==> src/rtl/i2s_rx_tdm.sv <==
// i2s_rx_tdm: I2S/TDM serial audio receiver emitting slot-tagged, strobe-qualified samples
module i2s_rx_tdm #(
  parameter int WIDTH = 16,
  parameter int SLOTS = 2,
  parameter int SLOT_BITS = 32,
  parameter int MODE = 0,
  parameter int DEBOUNCE = 1,
  localparam int SW = ($clog2(SLOTS) > 0) ? $clog2(SLOTS) : 1
) (
  input  logic             clk,
  input  logic             reset,
  input  logic             bclk,
  input  logic             ws,
  input  logic             sdat,
  input  logic             err_clr,
  output logic [WIDTH-1:0] out_data,
  output logic [SW-1:0]    out_slot,
  output logic             out_valid,
  output logic             locked,
  output logic             err
);
  localparam int FRAME = SLOTS * SLOT_BITS;
  localparam int BMAX = (MODE != 0) ? SLOT_BITS : WIDTH;
  localparam int BW = $clog2(BMAX + 1);
  localparam int FW = $clog2(FRAME + 2);
  localparam int CW = $clog2(SLOTS + 1);
  logic [2:0] s1, s2, s3, fq, f, agree;
  logic rise, primed, pws, bnd, last, commit, err_set;
  logic [WIDTH-1:0] shreg, nsr;
  logic [BW-1:0] bc;
  logic [CW-1:0] sc;
  logic [FW-1:0] fc;
  // {bclk, ws, sdat}: a filtered level only moves once two synchronised samples agree
  always_ff @(posedge clk or posedge reset)
    if (reset) {s1, s2, s3, fq} <= '0;
    else begin
      s1 <= {bclk, ws, sdat};
      s2 <= s1;
      s3 <= s2;
      fq <= f;
    end
  always_comb begin
    agree = ~(s2 ^ s3);
    f = (DEBOUNCE != 0) ? ((s2 & agree) | (fq & ~agree)) : s2;
    rise = f[2] & ~fq[2];
    nsr = (int'(bc) < WIDTH) ? (shreg | (WIDTH'(f[0]) << (WIDTH - 1 - int'(bc)))) : shreg;
    bnd = primed & ((MODE != 0) ? (f[1] & ~pws) : (f[1] ^ pws));
    last = (MODE != 0) ? (int'(bc) == SLOT_BITS - 1 && int'(sc) < SLOTS) : bnd;
    commit = rise & last & locked;
    err_set = rise & bnd & locked & (MODE != 0) & (int'(fc) != FRAME - 1);
  end
  always_ff @(posedge clk or posedge reset)
    if (reset) begin
      primed <= 1'b0;
      pws <= 1'b0;
      locked <= 1'b0;
      err <= 1'b0;
      out_valid <= 1'b0;
      out_data <= '0;
      out_slot <= '0;
      shreg <= '0;
      bc <= '0;
      sc <= '0;
      fc <= '0;
    end else begin
      out_valid <= commit;
      err <= err_set | (err & ~err_clr);
      if (commit) begin
        out_data <= nsr;
        out_slot <= (MODE != 0) ? SW'(sc) : SW'(pws);
      end
      if (rise) begin
        primed <= 1'b1;
        pws <= f[1];
        if (bnd) begin
          locked <= 1'b1;
          shreg <= '0;
          bc <= '0;
          sc <= '0;
          fc <= '0;
        end else begin
          fc <= (&fc) ? fc : fc + 1'b1;
          if (MODE != 0 && last) begin
            shreg <= '0;
            bc <= '0;
            sc <= sc + 1'b1;
          end else if ((MODE != 0) ? (int'(sc) < SLOTS) : (int'(bc) < WIDTH)) begin
            shreg <= nsr;
            bc <= bc + 1'b1;
          end
        end
      end
    end
endmodule

==> config.mk <==
export PLATFORM = sky130hd
export DESIGN_NAME = i2s_rx_tdm
export DESIGN_NICKNAME = d
export VERILOG_FILES = /design/src/rtl/i2s_rx_tdm.sv
export SDC_FILE = /design/constraint.sdc
export NUM_CORES = 1
export LEC_CHECK = 0
export BUFFER_PORTS_ARGS = -buffer_cell sky130_fd_sc_hd__buf_2
export CAP_MARGIN = 30
export CORE_ASPECT_RATIO = 1.2
export CORE_MARGIN = 2
export CORE_UTILIZATION = 52
export DETAILED_ROUTE_END_ITERATION = 8
export GPL_ROUTABILITY_DRIVEN = 0
export PLACE_DENSITY = 0.72
export SETUP_SLACK_MARGIN = 0.2
export SLEW_MARGIN = 20
export SYNTH_ARGS = -nofsm -noshare
export SYNTH_HDL_FRONTEND = slang
export SYNTH_SLANG_ARGS = --single-unit
==> constraint.sdc <==
create_clock -name clk -period 4.9 [get_ports clk]
set_clock_uncertainty 0.05 [all_clocks]
set_input_delay 0.735 -clock clk [delete_from_list [all_inputs] [get_ports clk]]
set_output_delay 0.735 -clock clk [all_outputs]
set_load 0.05 [all_outputs]
; ---- Word level (Yosys, flattened, before mapping)
; Index checks and enable logic that the tools add are counted.
[word_totals]
register_bits = 55
latchBits = 0
ram_bits = 0
romBits = 0
inputBits = 6
output_inout_bits = 20
n_memories = 0
[op_classes]
add_sub_neg = 2
multipliers = 0
div_mod_pow = 0
n_lt_le_gt_ge = 1
eq_ne = 0
shifts = 1
mux = 5
bitwise_logic = 15
reduce_logical = 3
[op_table]
columns = cell, count
row1 = $mux 16, 3
row2 = $shl 1x32->16, 1
row3 = $or 16x16->16, 1
row4 = $mux 5, 2
row5 = $and 3x3->3, 2
row6 = $not 3->3, 2
row7 = $sub 4x5->6 const A, 1
row8 = $add 5x1->5 const B, 1
row9 = $and 1x1->1, 5
row10 = $lt 5x5->1 const B, 1
row11 = $reduce_and 2->1, 2
row12 = $or 3x3->3, 1
row13 = $xor 3x3->3, 1
row14 = $not 1->1, 2
row15 = $reduce_bool 2->1, 1
row16 = $xor 1x1->1, 1

; ---- Longest topological paths before layout
[depth]
ltp_word = 10
ltp_mapped = 5
ltp_nobuf = 4

; ---- Least setup slack after synthesis
; Ideal clock, no wire load.
[synth_timing]
path_kind = register to register
start = register s2[1]
end = register out_data[14]
t_arrival_ns = 1.743
slack_ns = 2.981
stages_incl_launch_ff = 6
cell_sequence = dfrtp_1 -> o211ai_1 -> o2111ai_2 -> nor3_4 -> buf_8 -> mux2_4
[synth_between]
elab_chain_cells = 9
[synth_rtl]
columns = element, line
row1 = "start, declared", 27  ; logic [2:0] s1, s2, s3, fq, f, agree;
row2 = "start signal, assigned", 35  ; if (reset) {s1, s2, s3, fq} <= '0;
row3 = "start signal, assigned", 38  ; s2 <= s1;
row4 = $xor 3x3->3, 43  ; agree = ~(s2 ^ s3);
row5 = $not 3->3, 43
row6 = $not 3->3, 44  ; f = (DEBOUNCE != 0) ? ((s2 & agree) | (fq & ~agree)) : s2;
row7 = $and 3x3->3, 44
row8 = $or 3x3->3 *, 44
row9 = $xor 1x1->1 *, 47  ; bnd = primed & ((MODE != 0) ? (f[1] & ~pws) : (f[1] ^ pws));
row10 = $and 1x1->1 *, 47
row11 = $and 1x1->1 * (2 in a row), -
row12 = named net commit, 28  ; logic rise, primed, pws, bnd, last, commit, err_set;
row13 = "end signal, assigned", 69  ; out_data <= nsr;
row14 = "end, declared", 16  ; output logic [WIDTH-1:0] out_data,
; Mark *: on every way through the listed nets, which the timed path passes. The rest lies on a longest branch.
; A chain may end at the register's enable or synchronous reset.

; ---- Worst setup path in the final report
[layout_timing]
start = register s2[1]
end = register out_data[2]
[layout_between]
elab_chain_cells = 9
[layout_rtl]
columns = element, line
row1 = $xor 3x3->3, 43
row2 = $not 3->3, 43
row3 = $not 3->3, 44
row4 = $and 3x3->3, 44
row5 = $or 3x3->3 *, 44
row6 = $xor 1x1->1 *, 47
row7 = $and 1x1->1 *, 47
row8 = $and 1x1->1 * (2 in a row), -
; Mark *: on every way between the ends. The rest lies on a longest branch, timed or not.

==> impl_metrics.env <==
export IMPL_outcome="complete, no violations"
export IMPL_rows=26
export IMPL_syn_nets=196
export IMPL_clk_pin_slew_ps=90
export IMPL_postRouteWirelength_um=3910
export IMPL_cts_hold_buf=0
export IMPL_initial_core_util_pct=53.3
export IMPL_period_needed_ps=2200
export IMPL_synth_seq_area_share_pct=61.5
export IMPL_dr_pass1_iters=4
export IMPL_timing_critical_path_cells="o211ai_1, o2111ai_2, nor3_4, buf_6, mux2_2"
export IMPL_layout_common_cells="dfrtp_1 (55), nor2_1 (25), buf_2 (25)"
export IMPL_synth_area_um2=2240
export IMPL_grt_max_degree=56
export IMPL_drv_cap=0
export IMPL_finalSetupViolCount=0
export IMPL_cp_required_ps=5030
export IMPL_powerDensity_nw_per_um2=409
export IMPL_multi_input_area_um2=792
export IMPL_power_frac_comb_pct=24.9
export IMPL_dr_first_iter_drc_count=46
export IMPL_postCtsSetupRepairBufs=0
export IMPL_avgSynthCellArea_um2=11.8
export IMPL_coreArea_um2=4200
export IMPL_cts_buffers_inserted=5
export IMPL_cts_tree="built"
export IMPL_period_share_pct=45.0
export IMPL_holdCritPathClass="reg -> reg"
export IMPL_synth_area_top_cells="dfrtp_1 (62%), a21oi_1 (4.5%), nor2_1 (4.2%)"
export IMPL_cp_num_buf_inv=1
export IMPL_dieArea_um2=4840
export IMPL_nFillCells=372
export IMPL_cp_top_family="compound AO/OA/AOI/OAI gates"
export IMPL_maxSlewViolCount=0
export IMPL_insertion_delay_ps=300
export IMPL_post_cts_resized=0
export IMPL_seq_power_share_pct=53.0
export IMPL_cellInternalPower_mw=0.679
export IMPL_die_y_um=75.9
export IMPL_fmax_mhz=454
export IMPL_avgViaCountPerCell=5.33
export IMPL_tightestPinTransition_ps=657
export IMPL_finalHoldViolCount=0
export IMPL_post_synth_top_area_cell="dfrtp_1"
export IMPL_clockPowerShare_pct=22.1
export IMPL_p_switching_mw=0.343
export IMPL_crit_fanout=11
export IMPL_area_growth_pct=11.7
export IMPL_start_kind="flip-flop"
export IMPL_switching_share_pct=33.5
export IMPL_crit_type="reg -> reg"
export IMPL_grt_pass1_wl_um=6550
export IMPL_cts_buffer_depth=2
export IMPL_yosysWarnings=0
export IMPL_track_usage_pct=17.5
export IMPL_critPathArrivalTime_ps=2340
export IMPL_cellLeakagePower_nw=1.22
export IMPL_fin_util_pct=59.5
export IMPL_yosysTopAreaCellShare_pct=61.5
export IMPL_post_dp_hpwl_um=2630
export IMPL_drc=0
export IMPL_final_common_cell="dfrtp_1"
export IMPL_cts_max_level=2
export IMPL_post_drt_wl_per_cell_um=14.3
export IMPL_ant_nets=0
export IMPL_synthDistinctLibCells=32
export IMPL_seq_area_um2=1380
export IMPL_slew_limit_headroom_pct=56.2
export IMPL_cp_end_kind="flip-flop"
export IMPL_die_x_um=63.9
export IMPL_whs_ps=304
export IMPL_vdd_ir_drop_max_uv=325
export IMPL_rsz0062_at_grt="no"
export IMPL_cpMaxStageDelayCell="nor3_4"
export IMPL_setup_tns_ps=0
export IMPL_synth_seq_cells=55
export IMPL_io_buffers=25
export IMPL_vias=1456
export IMPL_slowest_delay_ps=490
export IMPL_overflow=0
export IMPL_cts_sinks=55
export IMPL_cts_root_buf="clkbuf_8"
export IMPL_diodes=0
export IMPL_first_global_vias=1404
export IMPL_antenna_found_initial=0
export IMPL_final_nets=225
export IMPL_final_layout_size_suffix_gt1_share_pct=21.2
export IMPL_synthCells=189
export IMPL_pin_count=26
-- worst paths after layout --
check	cells after the start	from	slack (ps)	endpoint
min in group asynchronous	2	reset	480	s3[2]
worst max register to register	5	s2[1]	2700	out_data[2]
worst min-delay path	0	s1[2]	300	s2[2]
worst max-delay path	5	s2[1]	2700	out_data[2]
max in group asynchronous	2	reset	3880	out_data[3]
worst min register to register	0	s1[2]	300	s2[2]
-- state kept, by name (all words and copies together), names as in the netlist --
signal	count
out_slot	1
s1	3
bc	5
shreg	16
pws	1
primed	1
s3	3
out_data	16
fq	3
out_valid	1
s2	3
locked	1
err	1
-- cell usage after synthesis --
master      n
nor3_4      1
buf_2       1
o22ai_1     1
nor3_1      1
maj3_1      2
nand2b_1    4
inv_1      10
nand2_1     5
clkbuf_1    3
nand3b_1    4
mux2_4      3
and3_1      2
dfrtp_1    55
o211ai_1    1
a41oi_1     2
a31oi_1     2
buf_8       1
nand4b_1    1
mux2_2      8
o2111ai_2   1
o21a_1      1
ha_1        1
nand3_1     4
and3b_1     2
mux2i_1     7
o21ai_0     5
a21o_1      2
nor2b_1     3
nand4_1     1
nor2_1     25
a21oi_1    20
o21bai_1   10
-- metrics by stage --
stage | std cells | total power [mW] | cell area, µm² | setup WS (ps)
finish | 273 | 1.02 | 2500 | 2700
global route | 273 | 1.08 | 2500 | 2540
CTS | 272 | 1.03 | 2490 | 2460
detailed placement | 266 | 0.805 | 2410 | 2470
global placement | 265 | 0.799 | 2400 | 2560
floorplan | 189 | 0.746 | 2240 | 2770
-- per-layer routing --
| layer | track usage [%] | share of wire (%) | vias to the layer above |
|---|---|---|---|
| met5 | 0 | 0 | - |
| met4 | 5.80 | 1.0 | 0 |
| met3 | 3.55 | 3.8 | 4 |
| met2 | 28.7 | 46 | 35 |
| met1 | 23.7 | 49 | 701 |
| li1 | - | - | 716 |
-- power groups by stage --
stage	Clock, mW	Combinational [mW]	Sequential (mW)
after floorplan	0	0.122	0.624
after global placement	0	0.250	0.550
after detailed placement	0	0.254	0.551
after CTS	0.234	0.255	0.543
after global routing	0.250	0.275	0.550
final	0.225	0.254	0.542
-- final cells by class --
type,instances,area share (%)
repair buffers,27,5.91
multi-input cells,119,31.7
inverters,10,1.60
flip-flops and latches,55,55.1
clock buffers,6,2.90
well taps,56,2.80
-- cells by family after synthesis --
logic type,synth area share (%)
buffers and inverters,3.08
adder cells (fa/ha/maj),1.45
multiplexers,9.17
flip-flops,61.5
AND/OR/NAND/NOR,12.2
AO/OA/AOI/OAI,12.6
Note: power is estimated with default switching activity, not from simulation.
